### config.mk
export PLATFORM = sky130hd
export DESIGN_NAME = load_store_unit
export DESIGN_NICKNAME = d
export VERILOG_FILES = /design/src/rtl/load_store_unit.sv
export SDC_FILE = /design/constraint.sdc
export NUM_CORES = 1
export LEC_CHECK = 0
export ABC_AREA = 1
export CORE_MARGIN = 10
export CORE_UTILIZATION = 28
export DETAILED_ROUTE_END_ITERATION = 8
export PLACE_DENSITY_LB_ADDON = 0.1
export SYNTH_ARGS = -nofsm -noshare
export SYNTH_HDL_FRONTEND = slang
export SYNTH_SLANG_ARGS = --single-unit
### constraint.sdc
create_clock -name clk_i -period 4.3 [get_ports clk_i]
set_input_delay 0.43 -clock clk_i [delete_from_list [all_inputs] [get_ports clk_i]]
set_output_delay 0.43 -clock clk_i [all_outputs]
set_load 0.05 [all_outputs]
### src/rtl/load_store_unit.sv
// Memory-stage load/store unit: req/ready handshake to data memory, byte-lane
// steering for stores, sign/zero extension for loads, misalign and timeout errors.
module load_store_unit #(
  parameter int unsigned ADDR_W   = 32,
  parameter int unsigned MAX_WAIT = 15
) (
  input  logic              clk_i,
  input  logic              reset_i,
  input  logic              valid_i,
  input  logic              memEn_i,
  input  logic              memWr_i,
  input  logic [2:0]        funct3_i,
  input  logic [ADDR_W-1:0] addr_i,
  input  logic [31:0]       wdata_i,
  input  logic [4:0]        rd_i,
  output logic              dmem_req_o,
  output logic              dmem_we_o,
  output logic [ADDR_W-1:0] dmem_addr_o,
  output logic [3:0]        dmem_be_o,
  output logic [31:0]       dmem_wdata_o,
  input  logic              dmem_ready_i,
  input  logic [31:0]       dmem_rdata_i,
  output logic signed [31:0] loadResult_o,
  output logic [4:0]        loadrd_o,
  output logic              loadValid_o,
  output logic              busy_o,
  output logic              err_o
);

  typedef enum logic [1:0] {IDLE, ACCESS, DONE} state_t;

  localparam logic [7:0] WAIT_LAST = 8'(MAX_WAIT - 1);

  state_t            state, state_nxt;
  logic [ADDR_W-1:0] addr_q;
  logic [2:0]        f3_q;
  logic [4:0]        rd_q;
  logic [31:0]       wdata_q;
  logic              we_q;
  logic [7:0]        wait_q;
  logic              err_q;
  logic [31:0]       result_q;
  logic [4:0]        loadrd_q;

  logic        f3_ok, accept, misaligned, start, bad_align, timeout;
  logic [1:0]  off;
  logic [3:0]  be_c;
  logic [31:0] wd_c;
  logic [7:0]  byte_sel;
  logic [15:0] half_sel;
  logic [31:0] ext_c;

  // Store encodings with funct3[2] set are undefined, so they are ignored like loads 011/11x.
  always_comb begin
    if (memWr_i) f3_ok = (funct3_i[2] == 1'b0) && (funct3_i[1:0] != 2'b11);
    else         f3_ok = (funct3_i != 3'b011) && (funct3_i[2:1] != 2'b11);
  end

  assign accept     = (state == IDLE) && valid_i && memEn_i && f3_ok;
  assign misaligned = ((funct3_i[1:0] == 2'b01) && addr_i[0]) ||
                      ((funct3_i[1:0] == 2'b10) && (addr_i[1:0] != 2'b00));
  assign start      = accept && !misaligned;
  assign bad_align  = accept && misaligned;
  assign timeout    = (state == ACCESS) && !dmem_ready_i && (wait_q == WAIT_LAST);

  always_ff @(posedge clk_i or posedge reset_i) begin
    if (reset_i) state <= IDLE;
    else         state <= state_nxt;
  end

  always_comb begin
    state_nxt   = state;
    dmem_req_o  = 1'b0;
    busy_o      = 1'b0;
    loadValid_o = 1'b0;
    case (state)
      IDLE: begin
        busy_o = start;
        if (start) state_nxt = ACCESS;
      end
      ACCESS: begin
        dmem_req_o = 1'b1;
        busy_o     = 1'b1;
        if (dmem_ready_i)  state_nxt = we_q ? IDLE : DONE;
        else if (timeout)  state_nxt = IDLE;
      end
      DONE: begin
        busy_o      = 1'b1;
        loadValid_o = 1'b1;
        state_nxt   = IDLE;
      end
      default: state_nxt = IDLE;
    endcase
  end

  assign off = addr_q[1:0];

  always_comb begin
    be_c = 4'b1111;
    wd_c = wdata_q;
    case (f3_q[1:0])
      2'b00: begin
        be_c = 4'b0001 << off;
        wd_c = {4{wdata_q[7:0]}};
      end
      2'b01: begin
        be_c = 4'b0011 << {off[1], 1'b0};
        wd_c = {2{wdata_q[15:0]}};
      end
      default: begin
        be_c = 4'b1111;
        wd_c = wdata_q;
      end
    endcase
  end

  assign dmem_we_o    = dmem_req_o && we_q;
  assign dmem_addr_o  = dmem_req_o ? {addr_q[ADDR_W-1:2], 2'b00} : '0;
  assign dmem_be_o    = dmem_req_o ? be_c : '0;
  assign dmem_wdata_o = (dmem_req_o && we_q) ? wd_c : '0;

  assign byte_sel = dmem_rdata_i[{off, 3'b000} +: 8];
  assign half_sel = dmem_rdata_i[{off[1], 4'b0000} +: 16];

  always_comb begin
    ext_c = dmem_rdata_i;
    case (f3_q)
      3'b000:  ext_c = {{24{byte_sel[7]}}, byte_sel};
      3'b001:  ext_c = {{16{half_sel[15]}}, half_sel};
      3'b100:  ext_c = {24'h0, byte_sel};
      3'b101:  ext_c = {16'h0, half_sel};
      default: ext_c = dmem_rdata_i;
    endcase
  end

  always_ff @(posedge clk_i or posedge reset_i) begin
    if (reset_i) begin
      addr_q   <= '0;
      f3_q     <= '0;
      rd_q     <= '0;
      wdata_q  <= '0;
      we_q     <= 1'b0;
      wait_q   <= '0;
      err_q    <= 1'b0;
      result_q <= '0;
      loadrd_q <= '0;
    end else begin
      err_q <= bad_align || timeout;
      if (start) begin
        addr_q  <= addr_i;
        f3_q    <= funct3_i;
        rd_q    <= rd_i;
        wdata_q <= wdata_i;
        we_q    <= memWr_i;
        wait_q  <= '0;
      end else if (state == ACCESS && !dmem_ready_i) begin
        wait_q <= wait_q + 8'd1;
      end
      // Result registers keep their last value; only loadValid_o qualifies them.
      if (state == ACCESS && dmem_ready_i && !we_q) begin
        result_q <= ext_c;
        loadrd_q <= rd_q;
      end
    end
  end

  assign err_o        = err_q;
  assign loadResult_o = result_q;
  assign loadrd_o     = loadrd_q;

endmodule
==> out/results.tsv, run 1 <==
metric	value	unit
result_of_the_run	finished clean	
setup_repair_after_global_routing_missed_its_margin	no	
cts-buffers-inserted	17	
grtUsageTotal	15.6	%
largest_net_degree_at_the_start_of_global_routing	78	
dieWidth	170	µm
layout.cell_area.non_filler	9510	µm²
maxSlewHeadroom	43.3	%
placed_area	8850	µm²
worst_setup_path_end_kind	primary output	
final_critical_path_setup_slack	1.10	ns
route.detailed.drc	0	
cp.required	3.87	ns
grt_pass1_vias	6102	
drive_gt1_share	10.2	%
antenna_found_initial	6	
timing.rr.start	state[0]	
grt-ovfl-total	0	
ys_seq_area_share	48.0	%
timing.final.max_slew_violations	0	
critPathKind	flip-flop to primary output	
syn-mean-instance-area	7.38	µm²
power-per-cell-area	692	nW/µm²
worst_setup_path_startpoint	f3_q[1]	
finalCritPeriodShare	74.5	%
timing.setup.tns	0	ns
fin_worst_skew	0.00900	ns
fillCellCount	2259	
worst_skew_pair.late_latency	0.42	ns
wl	22200	µm
timing_worst_slew_pin_value	0.851	ns
postCtsHoldBufs	0	
buffer_ports.inserted	217	
yosys_register_bits	121	
synth_cell_type_count	35	
clock_tree.root_cell	clkbuf_16	
area_used_by_multi_input_combinational_logic	2680	µm²
finalWorstPathRequiredPeriod	3.20	ns
timing.hold.worst.start	wdata_q[23]	
initial_utilization	28.7	%
pre_cts_slack	1.50	ns
hpwlAfterDp	15700	µm
first_pass_grt_wire_length	35200	µm
startpoint_type	flip-flop	
max_cap_viol_count	0	
setup_viol_count_final	0	
post_synth_inst_count	854	
syn2layout_area_growth	50.8	%
cts.reportedPaths.clkPinSlew	0.06	ns
max_freq	312	MHz
num_rows	54	
cts_tree	done	
cts.sinks	121	
worst_hold_path_type	flip-flop to flip-flop	
report.power.total	6.58	mW
iteration_0_drc_markers	362	
die_y	170	µm
vdd.ir_drop.worst	0.000226	V
post_synth_edffs	0	
synth_top_flop_cell	dfrtp_1	
floorplan.die_area	28900	µm²
viasPerCell	4.43	
power.leakage	4.74	nW
detailroute.via_count	5971	
post_detailed_route_wirelength_per_cell	16.5	µm
crit_arrival	2.77	ns
cts.repair.resized	0	
postSynth.asyncResetShare	100	%
detail-route-antenna-nets	0	
fin_nets	1166	
io_pins	220	
core-area	22000	µm²
postCtsSetupRepairBufs	0	
fraction_of_the_core_area_covered_by_cells_at_the_end_of_the_flow	43.3	%
clockBufferDepth	2	
worst-path-max-fanout	33	
replace_congestion	0.794	
synth-warning-count	0	
htreeDepth	4	
synth.cell_area	6300	µm²
seqCellArea	3030	µm²
final-hold-violation-count	0	
detailedRoute.firstPassIterationCount	4	
## report_power, final
part | internal (mW) | leakage, nW | switching, mW | total (mW)
Combinational | 1.05 | 2.92 | 2.02 | 3.06
Clock | 1.01 | 0.306 | 0.568 | 1.57
Sequential | 1.62 | 1.51 | 0.319 | 1.94
Total | 3.68 | 4.74 | 2.90 | 6.58
## path summary, 6_finish.rpt
kind / end / cells after the start / slack, ns
max reg2reg: wdata_q[4] / 8 / 1.90
min reg2reg: wdata_q[23] / 2 / 0.47
max in group asynchronous: wdata_q[3] / 3 / 2.88
min: wdata_q[23] / 2 / 0.47
min in group asynchronous: addr_q[7] / 2 / 0.49
max: dmem_be_o[2] / 5 / 1.10
## area by class of cell
class | instances | share of cell area (%)
sequential | 121 | 31.9
multi-input combinational | 597 | 28.2
timing repair buffer | 224 | 25.8
clock buffer | 19 | 4.77
tap | 280 | 3.69
inverter | 89 | 3.59
clock inverter | 13 | 2.01
antenna | 4 | 0.105
## per-stage QoR
| step | instances | hold WS, ns |
|---|---|---|
| final | 1347 | 0.470 |
| after floorplan | 855 | 0.444 |
| after detailed placement | 1311 | 0.461 |
| after global routing | 1346 | 0.487 |
| after global placement | 1311 | 0.462 |
| after CTS | 1343 | 0.477 |
## cells by family (layout without fill, tap and decap cells)
kind of cell / count (synthesis) / count (layout) / share of synthesized area, %
buf+inv: 137 / 345 / 9.59
compound gates: 105 / 105 / 8.91
simple gates: 482 / 482 / 31.9
flops: 121 / 121 / 48.0
fa+ha+maj: 6 / 6 / 1.19
other cells: 1 / 6 / 0.0595
xor+xnor: 2 / 2 / 0.278
## critical path: stages, from the launching register on
cell	delay [ns]
dfrtp_1	0.38
inv_2	0.45
nand2_1	0.48
a21oi_1	0.25
nor2_1	0.07
clkdlybuf4s50_1	0.71
## per-layer routing
metal	GRT usage (%)	wire (µm)	vias up
met5	0	34	-
met3	5.83	1700	15
met4	4.77	229	4
met1	19.2	9620	2749
li1	-	-	3044
met2	24.7	10600	159
## synth_stat cells (all sizes together) (6+ instances only)
cell type | n | area share [%]
o21ai | 45 | 3.6
nand2 | 363 | 22
clkbuf | 17 | 1.0
dfrtp | 121 | 48
a21oi | 42 | 3.4
inv | 88 | 5.3
nand4 | 9 | 0.89
nand3 | 40 | 4.0
nor2 | 49 | 3.3
buf | 31 | 3.2
o22ai | 8 | 0.79
ha | 6 | 1.2
or2 | 18 | 1.8
o211ai | 7 | 0.83
## cells in the final DEF, fill, tap and decap left out, types with 2 or more instances in the layout
cell type	n
buf_12	24
clkbuf_8	2
buf_4	11
nand3_1	30
nand2_2	3
dfrtp_1	121
a31oi_1	2
clkinvlp_4	3
o22ai_1	8
nor2_1	46
o211ai_1	7
clkbuf_16	17
inv_2	6
nand3_2	10
or2_2	16
clkdlybuf4s50_1	189
diode_2	4
o21ai_0	43
inv_6	3
bufinv_16	4
nand4_1	9
o21ai_1	2
xor2_1	2
ha_1	6
nand2_1	360
inv_1	80
a21oi_1	41
nor3_1	3
clkinv_4	3
conb_1	2
## state kept, by name (all words and copies together), names as in the netlist
register / count
wdata_q: 32
rd_q: 5
state: 2
addr_q: 32
loadResult_o: 32
wait_q: 8
loadrd_o: 5
f3_q: 3
we_q: 1
err_o: 1
Note: power is estimated with default switching activity, not from simulation.
==> run 2, diff against run 1 <==
clock period = 2.9 ns   (was 4.3 ns; I/O delays follow)
==> out/results.tsv, run 2 (synthesis results as in run 1) <==
metric	value	unit	change
result_of_the_run	finished clean		
route.detailed.drc	0		unchanged
max_cap_viol_count	0		unchanged
startpoint_type	flip-flop		
max_freq	377	MHz	
cp_slowest_cell	inv_1		
finalWorstPathRequiredPeriod	2.65	ns	
antenna_found_initial	1		-5
timing.final.max_slew_violations	0		unchanged
cp_top_family	buffers and inverters		
worst_hold_path_type	input port to asynchronous set/reset pin		
largest_net_degree_at_the_start_of_global_routing	84		+7.7%
postCtsSetupRepairBufs	0		unchanged
setup_viol_count_final	0		unchanged
cts.reportedPaths.clkPinSlew	0.06	ns	about the same
power.net_switching	4.40	mW	+51%
final-hold-violation-count	0		unchanged
hpwlAfterDp	16100	µm	+2.7%
initial_utilization	28.7	%	unchanged
detail-route-antenna-nets	0		unchanged
clock_tree.root_cell	clkbuf_16		
clock_power_share	20.8	%	-3.1 points
iteration_0_drc_markers	365		+0.83%
pwr-share-seq	29.0	%	-0.5 points
critical_path.n_buffers_inverters	3		+1
worst-path-max-fanout	16		-52%
setup_repair_after_global_routing_missed_its_margin	no		
cts-buffers-inserted	17		unchanged
maxSlewHeadroom	47.4	%	+4.1 points
drive_gt1_share	14.7	%	+4.5 points
wirelength_met1	9640	µm	+0.27%
io_pins	220		unchanged
die_y	170	µm	unchanged
grt-ovfl-total	0		unchanged
timing.setup.tns	0	ns	unchanged
htreeDepth	4		unchanged
fin_nets	1175		+0.77%
timing.critical_path.mode_cell	inv_1		
vdd.ir_drop.worst	0.000368	V	+63%
total_met3_wirelength_after_detailed_routing	1450	µm	-15%
floorplan.die_area	28900	µm²	unchanged
worst_skew_pair.late_latency	0.42	ns	about the same
worst_setup_path_end_kind	primary output		
first_pass_grt_wire_length	34700	µm	-1.4%
layout_commonest_cell	nand2_1		
critPathKind	flip-flop to primary output		
core-area	22000	µm²	unchanged
p_int	5.42	mW	+47%
power-per-cell-area	985	nW/µm²	+42%
dieWidth	170	µm	unchanged
power.leakage	4.94	nW	+4.2%
detailedRoute.firstPassIterationCount	5		+1
grt_pass1_vias	6007		-1.6%
postCtsHoldBufs	0		unchanged
timing_worst_slew_pin_value	0.789	ns	-0.0617 ns
fillCellCount	2214		-2.0%
fin_worst_skew	0.00623	ns	-0.00278 ns
seqCellArea	3030	µm²	unchanged
viasPerCell	4.48		+1.0%
crit_arrival	2.36	ns	-0.41 ns
holdWs	0.326	ns	-0.144 ns
grtUsageTotal	15.4	%	-0.16 points
post_detailed_route_wirelength_per_cell	16.6	µm	+0.60%
placed_area	9400	µm²	+6.1%
maxUsedRoutingLayer	met4		
most-common-layout-cells	360 x nand2_1, 148 x clkdlybuf4s50_1, 121 x dfrtp_1		
syn2layout_area_growth	58.0	%	
slowest_stage_delay_on_critical_path	0.46	ns	-0.25 ns
met2RoutedLength	11000	µm	+3.2%
cts.repair.resized	0		unchanged
layout.cell_area.non_filler	9960	µm²	+4.8%
wl	22400	µm	+0.97%
p_sw_share	44.8	%	+0.66 points
cp.required	2.61	ns	-1.26 ns
worstPathCellList	inv_1 > ha_1 > nand2_1 > inv_1 > o21ai_0 > nor2_1 > buf_12		
num_rows	54		unchanged
p_comb_share	50.2	%	+3.6 points
clockBufferDepth	2		unchanged
area_used_by_multi_input_combinational_logic	2680	µm²	+0.19%
cts.sinks	121		unchanged
cts_tree	done		
replace_congestion	0.761		-4.1%
detailroute.via_count	6056		+1.4%
finalCritPeriodShare	91.5	%	
buffer_ports.inserted	217		unchanged
## run 2: cell types whose count changed in the layout (fill, tap and decap cells not counted), sizes merged
| cell | delta |
|---|---|
| diode | -3 |
| clkbuf | -1 |
| clkinvlp | +5 |
| inv | -1 |
| clkinv | -1 |
| buf | +50 |
| bufinv | -3 |
| clkdlybuf4s50 | -41 |
## run 2: area by class of cell
class                   instances  share of cell area [%]
flip-flops and latches        121                    30.4
inverters                      89                    3.42
clock inverters                13                    1.23
repair buffers                233                    30.1
clock buffers                  18                    4.41
diodes                          1                  0.0251
well taps                     280                    3.52
multi-input cells             597                    26.9
## run 2: path summary, 6_finish.rpt
check / slack [ns] / to / cells after the start / start
min in group clk_i: 0.40 / addr_q[20] / 3 / addr_i[20]
max: 0.25 / dmem_wdata_o[30] / 7 / state[1]
min: 0.33 / wait_q[1] / 2 / reset_i
min reg2reg: 0.47 / loadrd_o[0] / 2 / loadrd_o[0]
max in group asynchronous: 1.84 / loadResult_o[22] / 3 / reset_i
max reg2reg: 0.78 / wdata_q[7] / 8 / state[0]
## run 2: power by group through the flow
stage	sequential, mW	combinational [mW]	clock [mW]
after floorplan	3.60	2.31	0
after global placement	2.87	4.96	0
after detailed placement	2.87	4.98	0
after CTS	2.85	5.00	2.10
after global routing	2.94	5.33	2.18
final	2.85	4.92	2.04
## run 2: layer usage
layer | GRT usage [%] | up-vias
li1 | - | 3056
met1 | 18.5 | 2825
met2 | 25.6 | 152
met3 | 4.97 | 23
met4 | 4.84 | 0
met5 | 0 | -
## run 2: through the flow
stage               setup slack [ns]  total power [mW]  std cells  util [%]
global placement               0.692              7.83       1320      42.8
detailed placement             0.698              7.85       1320      42.8
floorplan                     0.0270              5.91        855         -
finish                         0.246              9.81       1352      45.4
CTS                            0.226              9.95       1351      45.3
global route                  0.0189              10.4       1351      45.3
